--- src/rtl/csr_ext_arbiter_pkg.sv ---
// Shared types for the external CSR write arbiter: CSR address and external op encoding.
package csr_ext_arbiter_pkg;

    localparam int unsigned CsrAddrW = 12;

    typedef logic [CsrAddrW-1:0] csr_addr_t;

    typedef enum logic [1:0] {
        EXT_WRITE = 2'd0,
        EXT_SET   = 2'd1,
        EXT_CLEAR = 2'd2
    } ext_csr_op_t;

endpackage

--- src/rtl/csr_ext_arbiter_if.sv ---
// Requester, core-snoop and bank-write signals of the external CSR write arbiter.
interface csr_ext_arbiter_if #(
    parameter int unsigned NumReq   = 4,
    parameter int unsigned CsrWidth = 32
);
    import csr_ext_arbiter_pkg::*;

    logic        [NumReq-1:0]                req;
    csr_addr_t   [NumReq-1:0]                req_addr;
    ext_csr_op_t [NumReq-1:0]                req_op;
    logic        [NumReq-1:0][CsrWidth-1:0]  req_data;
    logic                                    core_csr_enable;
    csr_addr_t                               core_csr_addr;
    logic        [NumReq-1:0]                gnt;
    csr_addr_t                               ext_addr;
    ext_csr_op_t                             ext_op;
    logic        [CsrWidth-1:0]              ext_data;
    logic                                    ext_write_enable;
    logic                                    busy;

    // Peripheral/core side drives requests and snoop info.
    modport master (
        output req, req_addr, req_op, req_data, core_csr_enable, core_csr_addr,
        input  gnt, ext_addr, ext_op, ext_data, ext_write_enable, busy
    );

    modport slave (
        input  req, req_addr, req_op, req_data, core_csr_enable, core_csr_addr,
        output gnt, ext_addr, ext_op, ext_data, ext_write_enable, busy
    );
endinterface

--- src/rtl/csr_ext_arbiter_rr_picker.sv ---
// Combinational round-robin picker: first set request at or after ptr_i, wrapping.
module rr_picker #(
    parameter int unsigned NumReq = 4,
    parameter int unsigned IdxW   = (NumReq > 1) ? $clog2(NumReq) : 1
) (
    input  logic [NumReq-1:0] req_i,
    input  logic [IdxW-1:0]   ptr_i,
    output logic              valid_o,
    output logic [IdxW-1:0]   idx_o
);

    int unsigned      k;
    logic [IdxW-1:0]  cand;

    always_comb begin
        valid_o = 1'b0;
        idx_o   = '0;
        k       = 0;
        cand    = '0;
        for (int unsigned i = 0; i < NumReq; i++) begin
            k = 32'(ptr_i) + i;
            if (k >= NumReq) begin
                k = k - NumReq;
            end
            cand = IdxW'(k);
            if (!valid_o && req_i[cand]) begin
                valid_o = 1'b1;
                idx_o   = cand;
            end
        end
    end

endmodule

--- src/rtl/csr_ext_arbiter.sv ---
// Round-robin arbiter feeding hardware CSR writes into the bank's external port through
// a single issue slot, holding the slot while a core CSR access targets the same address.
module csr_ext_arbiter
    import csr_ext_arbiter_pkg::*;
#(
    parameter int unsigned NumReq   = 4,
    parameter int unsigned CsrWidth = 32
) (
    input  logic            clk,
    input  logic            reset,
    csr_ext_arbiter_if.slave bus
);

    localparam int unsigned IdxW = (NumReq > 1) ? $clog2(NumReq) : 1;

    localparam logic [1:0] StIdle  = 2'd0;
    localparam logic [1:0] StIssue = 2'd1;
    localparam logic [1:0] StHold  = 2'd2;

    logic [1:0]          state_q, state_d;
    logic [IdxW-1:0]     slot_idx_q, slot_idx_d;
    csr_addr_t           slot_addr_q, slot_addr_d;
    ext_csr_op_t         slot_op_q, slot_op_d;
    logic [CsrWidth-1:0] slot_data_q, slot_data_d;
    logic [IdxW-1:0]     rr_ptr_q, rr_ptr_d;

    logic                slot_valid_c;
    logic                conflict_c;
    logic                issue_c;
    logic [NumReq-1:0]   slot_mask_c;
    logic [NumReq-1:0]   eligible_c;
    logic                win_valid_c;
    logic [IdxW-1:0]     win_idx_c;

    // Conflict detection and self-mask of the requester currently in the slot.
    always_comb begin
        slot_valid_c = (state_q != StIdle);
        conflict_c   = slot_valid_c && bus.core_csr_enable &&
                       (bus.core_csr_addr == slot_addr_q);
        issue_c      = slot_valid_c && !conflict_c && !reset;
        slot_mask_c  = slot_valid_c ? (NumReq'(1) << slot_idx_q) : '0;
        eligible_c   = bus.req & ~slot_mask_c;
    end

    rr_picker #(
        .NumReq (NumReq),
        .IdxW   (IdxW)
    ) u_rr_picker (
        .req_i   (eligible_c),
        .ptr_i   (rr_ptr_q),
        .valid_o (win_valid_c),
        .idx_o   (win_idx_c)
    );

    // Next state: freeze on conflict, otherwise refill from the winner or go idle.
    always_comb begin
        state_d     = state_q;
        slot_idx_d  = slot_idx_q;
        slot_addr_d = slot_addr_q;
        slot_op_d   = slot_op_q;
        slot_data_d = slot_data_q;
        rr_ptr_d    = rr_ptr_q;

        if (conflict_c) begin
            state_d = StHold;
        end else if (win_valid_c) begin
            state_d     = StIssue;
            slot_idx_d  = win_idx_c;
            slot_addr_d = bus.req_addr[win_idx_c];
            slot_op_d   = bus.req_op[win_idx_c];
            slot_data_d = bus.req_data[win_idx_c];
        end else begin
            state_d = StIdle;
        end

        if (issue_c) begin
            rr_ptr_d = (slot_idx_q == IdxW'(NumReq - 1)) ? '0 : slot_idx_q + IdxW'(1);
        end
    end

    always_ff @(posedge clk) begin
        if (reset) begin
            state_q     <= StIdle;
            slot_idx_q  <= '0;
            slot_addr_q <= '0;
            slot_op_q   <= EXT_WRITE;
            slot_data_q <= '0;
            rr_ptr_q    <= '0;
        end else begin
            state_q     <= state_d;
            slot_idx_q  <= slot_idx_d;
            slot_addr_q <= slot_addr_d;
            slot_op_q   <= slot_op_d;
            slot_data_q <= slot_data_d;
            rr_ptr_q    <= rr_ptr_d;
        end
    end

    // Bank-facing outputs come straight from the slot; strobe and grant gate on conflict.
    always_comb begin
        bus.gnt              = issue_c ? slot_mask_c : '0;
        bus.ext_write_enable = issue_c;
        bus.ext_addr         = slot_addr_q;
        bus.ext_op           = slot_op_q;
        bus.ext_data         = slot_data_q;
        bus.busy             = slot_valid_c;
    end

endmodule

--- src/flat_wrapper.sv ---
// flat-port wrapper written by rule: the top's interface ports become plain ports
module csr_ext_arbiter_flat import csr_ext_arbiter_pkg::*;
#(
    parameter int unsigned NumReq   = 4,
    parameter int unsigned CsrWidth = 32
)
  (clk, reset, bus_req, bus_req_addr, bus_req_op, bus_req_data, bus_core_csr_enable, bus_core_csr_addr, bus_gnt, bus_ext_addr, bus_ext_op, bus_ext_data, bus_ext_write_enable, bus_busy);
  csr_ext_arbiter_if #(.NumReq(NumReq), .CsrWidth(CsrWidth)) bus_i ();
  input  logic clk;
  input  logic reset;
  input wire logic [$bits(bus_i.req)-1:0] bus_req;
  input wire logic [$bits(bus_i.req_addr)-1:0] bus_req_addr;
  input wire logic [$bits(bus_i.req_op)-1:0] bus_req_op;
  input wire logic [$bits(bus_i.req_data)-1:0] bus_req_data;
  input wire logic [$bits(bus_i.core_csr_enable)-1:0] bus_core_csr_enable;
  input wire logic [$bits(bus_i.core_csr_addr)-1:0] bus_core_csr_addr;
  output wire logic [$bits(bus_i.gnt)-1:0] bus_gnt;
  output wire logic [$bits(bus_i.ext_addr)-1:0] bus_ext_addr;
  output wire logic [$bits(bus_i.ext_op)-1:0] bus_ext_op;
  output wire logic [$bits(bus_i.ext_data)-1:0] bus_ext_data;
  output wire logic [$bits(bus_i.ext_write_enable)-1:0] bus_ext_write_enable;
  output wire logic [$bits(bus_i.busy)-1:0] bus_busy;
  assign bus_i.req = bus_req;
  assign bus_i.req_addr = bus_req_addr;
  assign bus_i.req_op = bus_req_op;
  assign bus_i.req_data = bus_req_data;
  assign bus_i.core_csr_enable = bus_core_csr_enable;
  assign bus_i.core_csr_addr = bus_core_csr_addr;
  assign bus_gnt = bus_i.gnt;
  assign bus_ext_addr = bus_i.ext_addr;
  assign bus_ext_op = bus_i.ext_op;
  assign bus_ext_data = bus_i.ext_data;
  assign bus_ext_write_enable = bus_i.ext_write_enable;
  assign bus_busy = bus_i.busy;
  csr_ext_arbiter #(.NumReq(NumReq), .CsrWidth(CsrWidth)) u_core (.clk(clk), .reset(reset), .bus(bus_i));
endmodule
--- config.mk ---
export PLATFORM = sky130hd
export DESIGN_NAME = csr_ext_arbiter_flat
export DESIGN_NICKNAME = d
export VERILOG_FILES = /design/src/rtl/csr_ext_arbiter_pkg.sv /design/src/rtl/csr_ext_arbiter_if.sv /design/src/rtl/csr_ext_arbiter_rr_picker.sv /design/src/rtl/csr_ext_arbiter.sv /design/src/flat_wrapper.sv
export SDC_FILE = /design/constraint.sdc
export NUM_CORES = 1
export LEC_CHECK = 0
export CAP_MARGIN = 20
export CELL_PAD_IN_SITES_DETAIL_PLACEMENT = 0
export CELL_PAD_IN_SITES_GLOBAL_PLACEMENT = 1
export CORE_ASPECT_RATIO = 0.9
export CORE_UTILIZATION = 25
export CTS_CLUSTER_DIAMETER = 30
export CTS_CLUSTER_SIZE = 10
export DETAILED_ROUTE_END_ITERATION = 12
export GPL_TIMING_DRIVEN = 0
export PLACE_DENSITY_LB_ADDON = 0.1
export SLEW_MARGIN = 20
export SYNTH_ARGS = -nofsm -noshare
export SYNTH_HDL_FRONTEND = slang
export SYNTH_SLANG_ARGS = --single-unit
--- constraint.sdc ---
create_clock -name clk -period 2.95 [get_ports clk]
set_clock_uncertainty 0.05 [all_clocks]
set_input_delay 0.59 -clock clk [delete_from_list [all_inputs] [get_ports clk]]
set_output_delay 0.59 -clock clk [all_outputs]
set_load 0.03 [all_outputs]
==> results of run 1 <==
-- cell usage after synthesis (2+ instances only) --
cell type	instances
nand2_1	182
a21oi_2	39
nand4b_4	2
mux2i_1	5
buf_8	3
o21a_1	2
nor2b_1	3
nand3_1	3
buf_4	5
buf_6	2
inv_1	4
and2_1	3
o21ai_1	2
ha_1	4
buf_2	14
a211oi_1	2
nor3_1	2
xor2_1	11
a21oi_1	51
dfxtp_1	52
nor2_1	7
a2bb2oi_1	2
a211o_1	46
clkbuf_1	9
nor4_2	2
-- sequential cells by signal, indices dropped and copies added (netlist names) --
name / flops
u_core.bus.ext_op: 2
u_core.bus.ext_data: 32
u_core.state_q: 2
u_core.rr_ptr_q: 2
u_core.bus.ext_addr: 12
u_core.slot_idx_q: 2
-- worst max-delay path: cells and delay by family --
kind	cells	cell delay [ns]
AND/OR/NAND/NOR	5	0.83
XOR/XNOR	1	0.17
buffers and inverters	2	0.58
-- layer usage --
layer / track usage, % / routed length (um) / part of all wire (%)
met1: 23.3 / 6250 / 40
met2: 38.4 / 7540 / 48
met3: 7.66 / 1650 / 10
met4: 7.69 / 306 / 1.9
met5: 0 / 0 / 0
-- metrics by stage --
step	area, sq um	utilization (%)	std cells	hold WS, ns
global placement	6380	45.5	928	0.395
finish	6560	46.8	937	0.413
global route	6560	46.8	937	0.440
floorplan	3590	-	481	0.419
detailed placement	6380	45.5	928	0.399
CTS	6540	46.7	937	0.416
-- area by class of cell --
cell class                 instances  area, sq um
buffer                            33          209
clock buffer                       6          139
clock inverter                     2         10.0
fill                            1365         7450
inverter                           4         15.0
multi-input combinational        392         2350
sequential                        52         1040
tap                              193          241
timing repair buffer             255         2550
-- placed cells by master (no fill, tap or decap), types with 2 or more instances in the layout --
master / Yosys / routed
dfxtp_1: 52 / 52
clkdlybuf4s50_1: 0 / 249
and2_1: 3 / 3
nand4b_4: 2 / 2
nor2b_1: 3 / 3
clkinv_2: 0 / 2
nand2_1: 182 / 182
buf_2: 14 / 15
clkdlybuf4s15_2: 0 / 4
a2bb2oi_1: 2 / 2
clkbuf_1: 9 / 9
mux2i_1: 5 / 5
nor2_1: 7 / 7
a21oi_2: 39 / 39
inv_1: 4 / 4
o21a_1: 2 / 2
xor2_1: 11 / 11
o21ai_1: 2 / 2
a211oi_1: 2 / 2
a211o_1: 46 / 46
buf_6: 2 / 2
buf_4: 5 / 6
nand3_1: 3 / 3
clkbuf_16: 0 / 5
a21oi_1: 51 / 51
ha_1: 4 / 4
buf_8: 3 / 3
-- repair_timing --
item,in CTS,in global routing
gates resized for setup,18,2
setup endpoints to repair,5,5
setup buffers,1,0
pin swaps,2,0
-- how the worst max path moves through the flow --
stage | endpoint | slack (ns) | start | depth (start not counted)
floorplan | bus_gnt[3] | 0.19 | u_core.state_q[1]$_SDFF_PP0_ | 6
CTS | bus_gnt[3] | 0.0001 | bus_core_csr_addr[6] | 8
global route | bus_gnt[3] | 0.02 | bus_core_csr_addr[6] | 8
detailed placement | bus_gnt[3] | -0.65 | bus_core_csr_addr[2] | 8
finish | bus_gnt[3] | 0.13 | bus_core_csr_addr[6] | 8
global placement | bus_gnt[3] | -0.64 | bus_core_csr_addr[2] | 8
-- cell families (layout without fill, tap and decap cells) --
| logic type | Yosys count | in the layout | synth area share (%) |
|---|---|---|---|
| AOI/OAI and AO/OA | 159 | 159 | 33.6 |
| xor gates and xnor gates | 12 | 12 | 2.92 |
| adders and majority gates | 4 | 4 | 1.39 |
| buffers and inverters | 37 | 300 | 6.23 |
| DFF | 52 | 52 | 29.0 |
| muxes | 5 | 5 | 1.39 |
| and+or+nand+nor | 212 | 212 | 25.5 |
-- power by group through the flow --
| stage | Combinational, mW | Clock (mW) | Sequential (mW) |
|---|---|---|---|
| global route | 1.59 | 0.690 | 0.922 |
| CTS | 1.48 | 0.660 | 0.907 |
| floorplan | 0.576 | 0 | 1.13 |
| detailed placement | 1.47 | 0 | 0.922 |
| finish | 1.47 | 0.634 | 0.906 |
| global placement | 1.47 | 0 | 0.918 |
==> results.py, run 1 <==
metrics = {
    "outcome": {
        "status": "completed",
    },
    "die": {
        "io_pins": 255,
        "rows": 41,
        "die-area_sq_mm": 0.0149,
        "chipWidth_um": 128,
        "start_util_pct": 25.7,
        "core_area_sq_mm": 0.0140,
        "die_h_um": 116,
    },
    "synth": {
        "netlist.area_leader.share_pct": 29.0,
        "synth.distinct_cells": 49,
        "synth_ff_type": "dfxtp_1",
        "yosys.area.top_type": "dfxtp_1",
        "synth_nets": 688,
        "ys_warn_count": 0,
        "syn_area_per_cell_sq_um": 7.47,
        "synthArstFlopShare_pct": 0,
        "ys_ff_latch": 52,
        "yosysSeqAreaShare_pct": 29.0,
        "syn_area_sq_mm": 0.00359,
        "synth_edf_count": 0,
        "yosys-top-cells-area": "dfxtp_1 29%, nand2_1 19%, a211o_1 11%",
        "synth_cells": 481,
    },
    "global_routing": {
        "antenna_found_initial": 0,
        "grt_max_degree": 16,
        "grt_overflow": 0,
        "track_usage_pct": 21.4,
        "grt_pass1_vias": 4518,
        "grt_pass1_wl_um": 24000,
    },
    "power_and_ir_drop": {
        "netSwitchingFraction_pct": 38.4,
        "leakage_nw": 2.84,
        "switching_power_mw": 1.16,
        "seqPwrFrac_pct": 30.1,
        "p_clk_share_pct": 21.1,
        "intPower_mw": 1.85,
        "p_per_area_mw_per_mm2": 459,
        "pwr-share-comb_pct": 48.8,
        "total_power_mw": 3.01,
        "irDropWorstVdd_v": 0.000228,
    },
    "critical_path": {
        "r2r_end": "u_core.bus.ext_op[1]$_SDFFE_PP0P_",
        "crit_chain": "clkdlybuf4s50_1 -> xor2_1 -> nor4_4 -> nand4_4 -> nand2b_4 -> nor2b_1 -> and2_1 -> buf_2",
        "required_ns": 2.31,
        "cpPeakStageDelay_ns": 0.41,
        "path_class": "primary input to output port",
        "cp-end-kind": "output port",
        "reg2reg_depth": 9,
        "start_kind": "primary input",
        "reg2reg_setup_slack_ns": 0.31,
        "worstPathArrival_ns": 2.18,
        "r2r_start": "u_core.slot_idx_q[0]$_SDFFE_PP0P_",
        "critPathSlowestCell": "clkdlybuf4s50_1",
        "path_max_fanout": 4,
    },
    "routing": {
        "wl_per_cell_um": 16.8,
        "drc_errors": 0,
        "vias": 4414,
        "ant_nets": 0,
        "firstDrtPassIters": 5,
        "drt_iter0_markers": 147,
        "routed_wl_um": 15800,
        "vias_per_cell": 4.71,
    },
    "placed_design": {
        "post-place-ws_ns": -0.649,
        "dp_hpwl_um": 12200,
        "gp_congestion": 0.827,
        "port_buffers": 254,
    },
    "timing": {
        "min_period_ns": 2.82,
        "finalMaxSlewViolations": 0,
        "slew_headroom_pct": 58.9,
        "rsz0062_at_grt": "no",
        "setup_tns_ns": 0,
        "fin_crit_sh_pct": 95.5,
        "setup_viol": 0,
        "hold_violations": 0,
        "fmax_mhz": 355,
        "worstMarginPinSlew_ns": 0.614,
        "finalWorstSetupSlack_ns": 0.132,
    },
    "finish": {
        "drive_gt1_share_pct": 12.5,
        "fin_nets": 950,
        "diodes": 0,
        "area_growth_pct": 82.4,
    },
    "clock_tree": {
        "clkTransAtPathRegs_ns": 0.07,
        "clockBufferDepth": 2,
        "root_buffer": "clkbuf_16",
        "cts_buffers": 5,
        "cts_tree": "yes",
        "cts.sinks": 52,
        "cts_hold_buf": 0,
        "clkLatencyLatePin_ns": 0.31,
        "htreeDepth": 2,
    },
    "hold_path": {
        "hold_end": "u_core.bus.ext_data[25]$_SDFFE_PP0P_",
        "holdCritPathClass": "register to register",
        "hold_path_depth": 1,
        "hold_start": "u_core.bus.ext_data[25]$_SDFFE_PP0P_",
    },
    "run": {
        "cap_violations": 0,
    },
}
Note: power is estimated with default switching activity, not from simulation.
==> inputs of run 2 (changes only) <==
--- a/config.mk
+++ b/config.mk
@@ -14,7 +14,9 @@
 export CTS_CLUSTER_SIZE = 10
 export DETAILED_ROUTE_END_ITERATION = 12
 export GPL_TIMING_DRIVEN = 0
+export MAX_ROUTING_LAYER = met4
 export PLACE_DENSITY_LB_ADDON = 0.1
+export SETUP_SLACK_MARGIN = 0.15
 export SLEW_MARGIN = 20
 export SYNTH_ARGS = -nofsm -noshare
 export SYNTH_HDL_FRONTEND = slang
==> results.py, run 2 (synthesis gave the netlist of run 1 again) <==
metrics = {
    "global_routing": {
        "grt_max_degree": 16,
        "track_usage_pct": 22.1,
        "grt_overflow": 0,
        "grt_pass1_wl_um": 24000,
        "antenna_found_initial": 0,
        "grt_pass1_vias": 4521,
    },
    "critical_path": {
        "critPathTopFamily": "simple AND/OR/NAND/NOR gates",
        "r2r_end": "u_core.bus.ext_data[5]$_SDFFE_PP0P_",
        "path_max_fanout": 4,
        "cp-end-kind": "output port",
        "start_kind": "primary input",
        "reg2reg_setup_slack_ns": 0.40,
        "path_class": "primary input to output port",
        "required_ns": 2.31,
        "critPathBufInv": 2,
        "startpoint": "bus_core_csr_addr[9]",
        "reg2reg_depth": 9,
        "r2r_start": "u_core.slot_idx_q[0]$_SDFFE_PP0P_",
        "critPathSlowestCell": "clkdlybuf4s50_1",
        "cpPeakStageDelay_ns": 0.41,
        "crit_chain": "clkdlybuf4s50_1 -> xor2_1 -> nor4_2 -> nand4_4 -> nand2b_4 -> nor2b_2 -> and2_1 -> buf_6",
        "worstPathArrival_ns": 2.16,
    },
    "timing": {
        "hold_violations": 0,
        "setup_tns_ns": 0,
        "rsz0062_at_grt": "yes",
        "min_period_ns": 2.80,
        "slew_headroom_pct": 61.5,
        "fin_hold_ws_ns": 0.413,
        "finalMaxSlewViolations": 0,
        "fmax_mhz": 358,
        "setup_viol": 0,
        "worstMarginPinSlew_ns": 0.578,
        "fin_crit_sh_pct": 94.8,
    },
    "finish": {
        "final_cell_area_sq_mm": 0.00655,
        "fin_nets": 950,
        "drive_gt1_share_pct": 12.6,
        "final_core_utilization_pct": 46.7,
        "area_growth_pct": 82.1,
        "diodes": 0,
        "final_cell_mix": "247 x clkdlybuf4s50_1, 182 x nand2_1, 52 x dfxtp_1, 51 x a21oi_1, 46 x a211o_1",
        "mostFrequentLayoutCell": "clkdlybuf4s50_1",
        "largest_reg_flops": 32,
        "fillCellCount": 1367,
    },
    "placed_design": {
        "port_buffers": 254,
        "placed_cell_area_sq_mm": 0.00638,
        "dp_hpwl_um": 12200,
        "gp_congestion": 0.840,
    },
    "power_and_ir_drop": {
        "seqPwrFrac_pct": 30.1,
        "p_clk_share_pct": 21.1,
        "netSwitchingFraction_pct": 38.5,
        "switching_power_mw": 1.16,
        "total_power_mw": 3.01,
        "intPower_mw": 1.85,
        "pwr-share-comb_pct": 48.8,
        "p_per_area_mw_per_mm2": 460,
        "leakage_nw": 2.85,
        "irDropWorstVdd_v": 0.000231,
    },
    "clock_tree": {
        "clockBufferDepth": 2,
        "clkLatencyLatePin_ns": 0.30,
        "cts_tree": "yes",
        "htreeDepth": 2,
        "cts.sinks": 52,
        "root_buffer": "clkbuf_16",
        "cts_buffers": 5,
        "clkTransAtPathRegs_ns": 0.07,
    },
    "routing": {
        "ant_nets": 0,
        "vias_per_cell": 4.70,
        "firstDrtPassIters": 4,
        "drt_iter0_markers": 148,
        "routed_wl_um": 15800,
        "wl_per_cell_um": 16.8,
        "drc_errors": 0,
        "vias": 4406,
    },
    "outcome": {
        "status": "completed",
    },
    "hold_path": {
        "hold_path_depth": 1,
        "hold_end": "u_core.bus.ext_data[25]$_SDFFE_PP0P_",
        "hold_start": "u_core.bus.ext_data[25]$_SDFFE_PP0P_",
        "holdCritPathClass": "register to register",
    },
    "die": {
        "core_area_sq_mm": 0.0140,
        "rows": 41,
        "die_h_um": 116,
        "io_pins": 255,
        "die-area_sq_mm": 0.0149,
        "start_util_pct": 25.7,
        "chipWidth_um": 128,
    },
    "run": {
        "cap_violations": 0,
    },
}
## run 2: metrics by stage
stage	instances	worst slack (ns)
after global placement	928	-0.637
after CTS	937	0.137
after global routing	937	0.0643
after floorplan	481	0.194
final	937	0.155
after detailed placement	928	-0.649
## run 2: layout make-up
| cell class | count | area (sq um) | share of cell area [%] |
|---|---|---|---|
| Inverter | 4 | 15.0 | 0.229 |
| Tap cell | 193 | 241 | 3.69 |
| Multi-Input combinational cell | 392 | 2360 | 36.1 |
| Clock buffer | 6 | 139 | 2.12 |
| Timing Repair Buffer | 255 | 2530 | 38.6 |
| Sequential cell | 52 | 1040 | 15.9 |
| Buffer | 33 | 209 | 3.19 |
| Clock inverter | 2 | 10.0 | 0.153 |
## run 2: metal layers
layer | track usage (%) | vias up | part of all wire (%)
met3 | 6.23 | 20 | 9.0
met2 | 38.2 | 192 | 48
li1 | - | 2196 | -
met5 | - | - | 0
met4 | 7.29 | 0 | 1.9
met1 | 24.5 | 1998 | 41
## run 2: power groups by stage
stage | clock network (mW) | registers (mW) | logic [mW]
5_1_grt | 0.693 | 0.922 | 1.59
4_1_cts | 0.660 | 0.907 | 1.49
6_report | 0.636 | 0.905 | 1.47
2_1_floorplan | 0 | 1.13 | 0.576
3_3_place_gp | 0 | 0.918 | 1.47
3_5_place_dp | 0 | 0.922 | 1.47
## run 2: repair_timing
item	CTS	global route
setup buffers	1	0
setup endpoints to repair	5	46
gates resized for setup	29	5
hold buffers	0	0
pin swaps	3	1
## run 2: worst reg2reg max path: stages (launching register included)
cell and delay (ns):
dfxtp_1 0.42, inv_1 0.09, ha_1 0.22, o21a_1 0.15
a2bb2oi_1 0.19, o211ai_4 0.44, clkbuf_1 0.51, nand2_1 0.14
a21oi_2 0.17, a211o_1 0.11
## run 2: worst max-delay path by stage
stage,end,slack [ns],cells past startpoint
floorplan,bus_gnt[3],0.19,6
global placement,bus_gnt[3],-0.64,8
detailed placement,bus_gnt[3],-0.65,8
CTS,bus_gnt[3],0.14,8
global route,bus_gnt[3],0.06,8
finish,bus_gnt[3],0.15,8
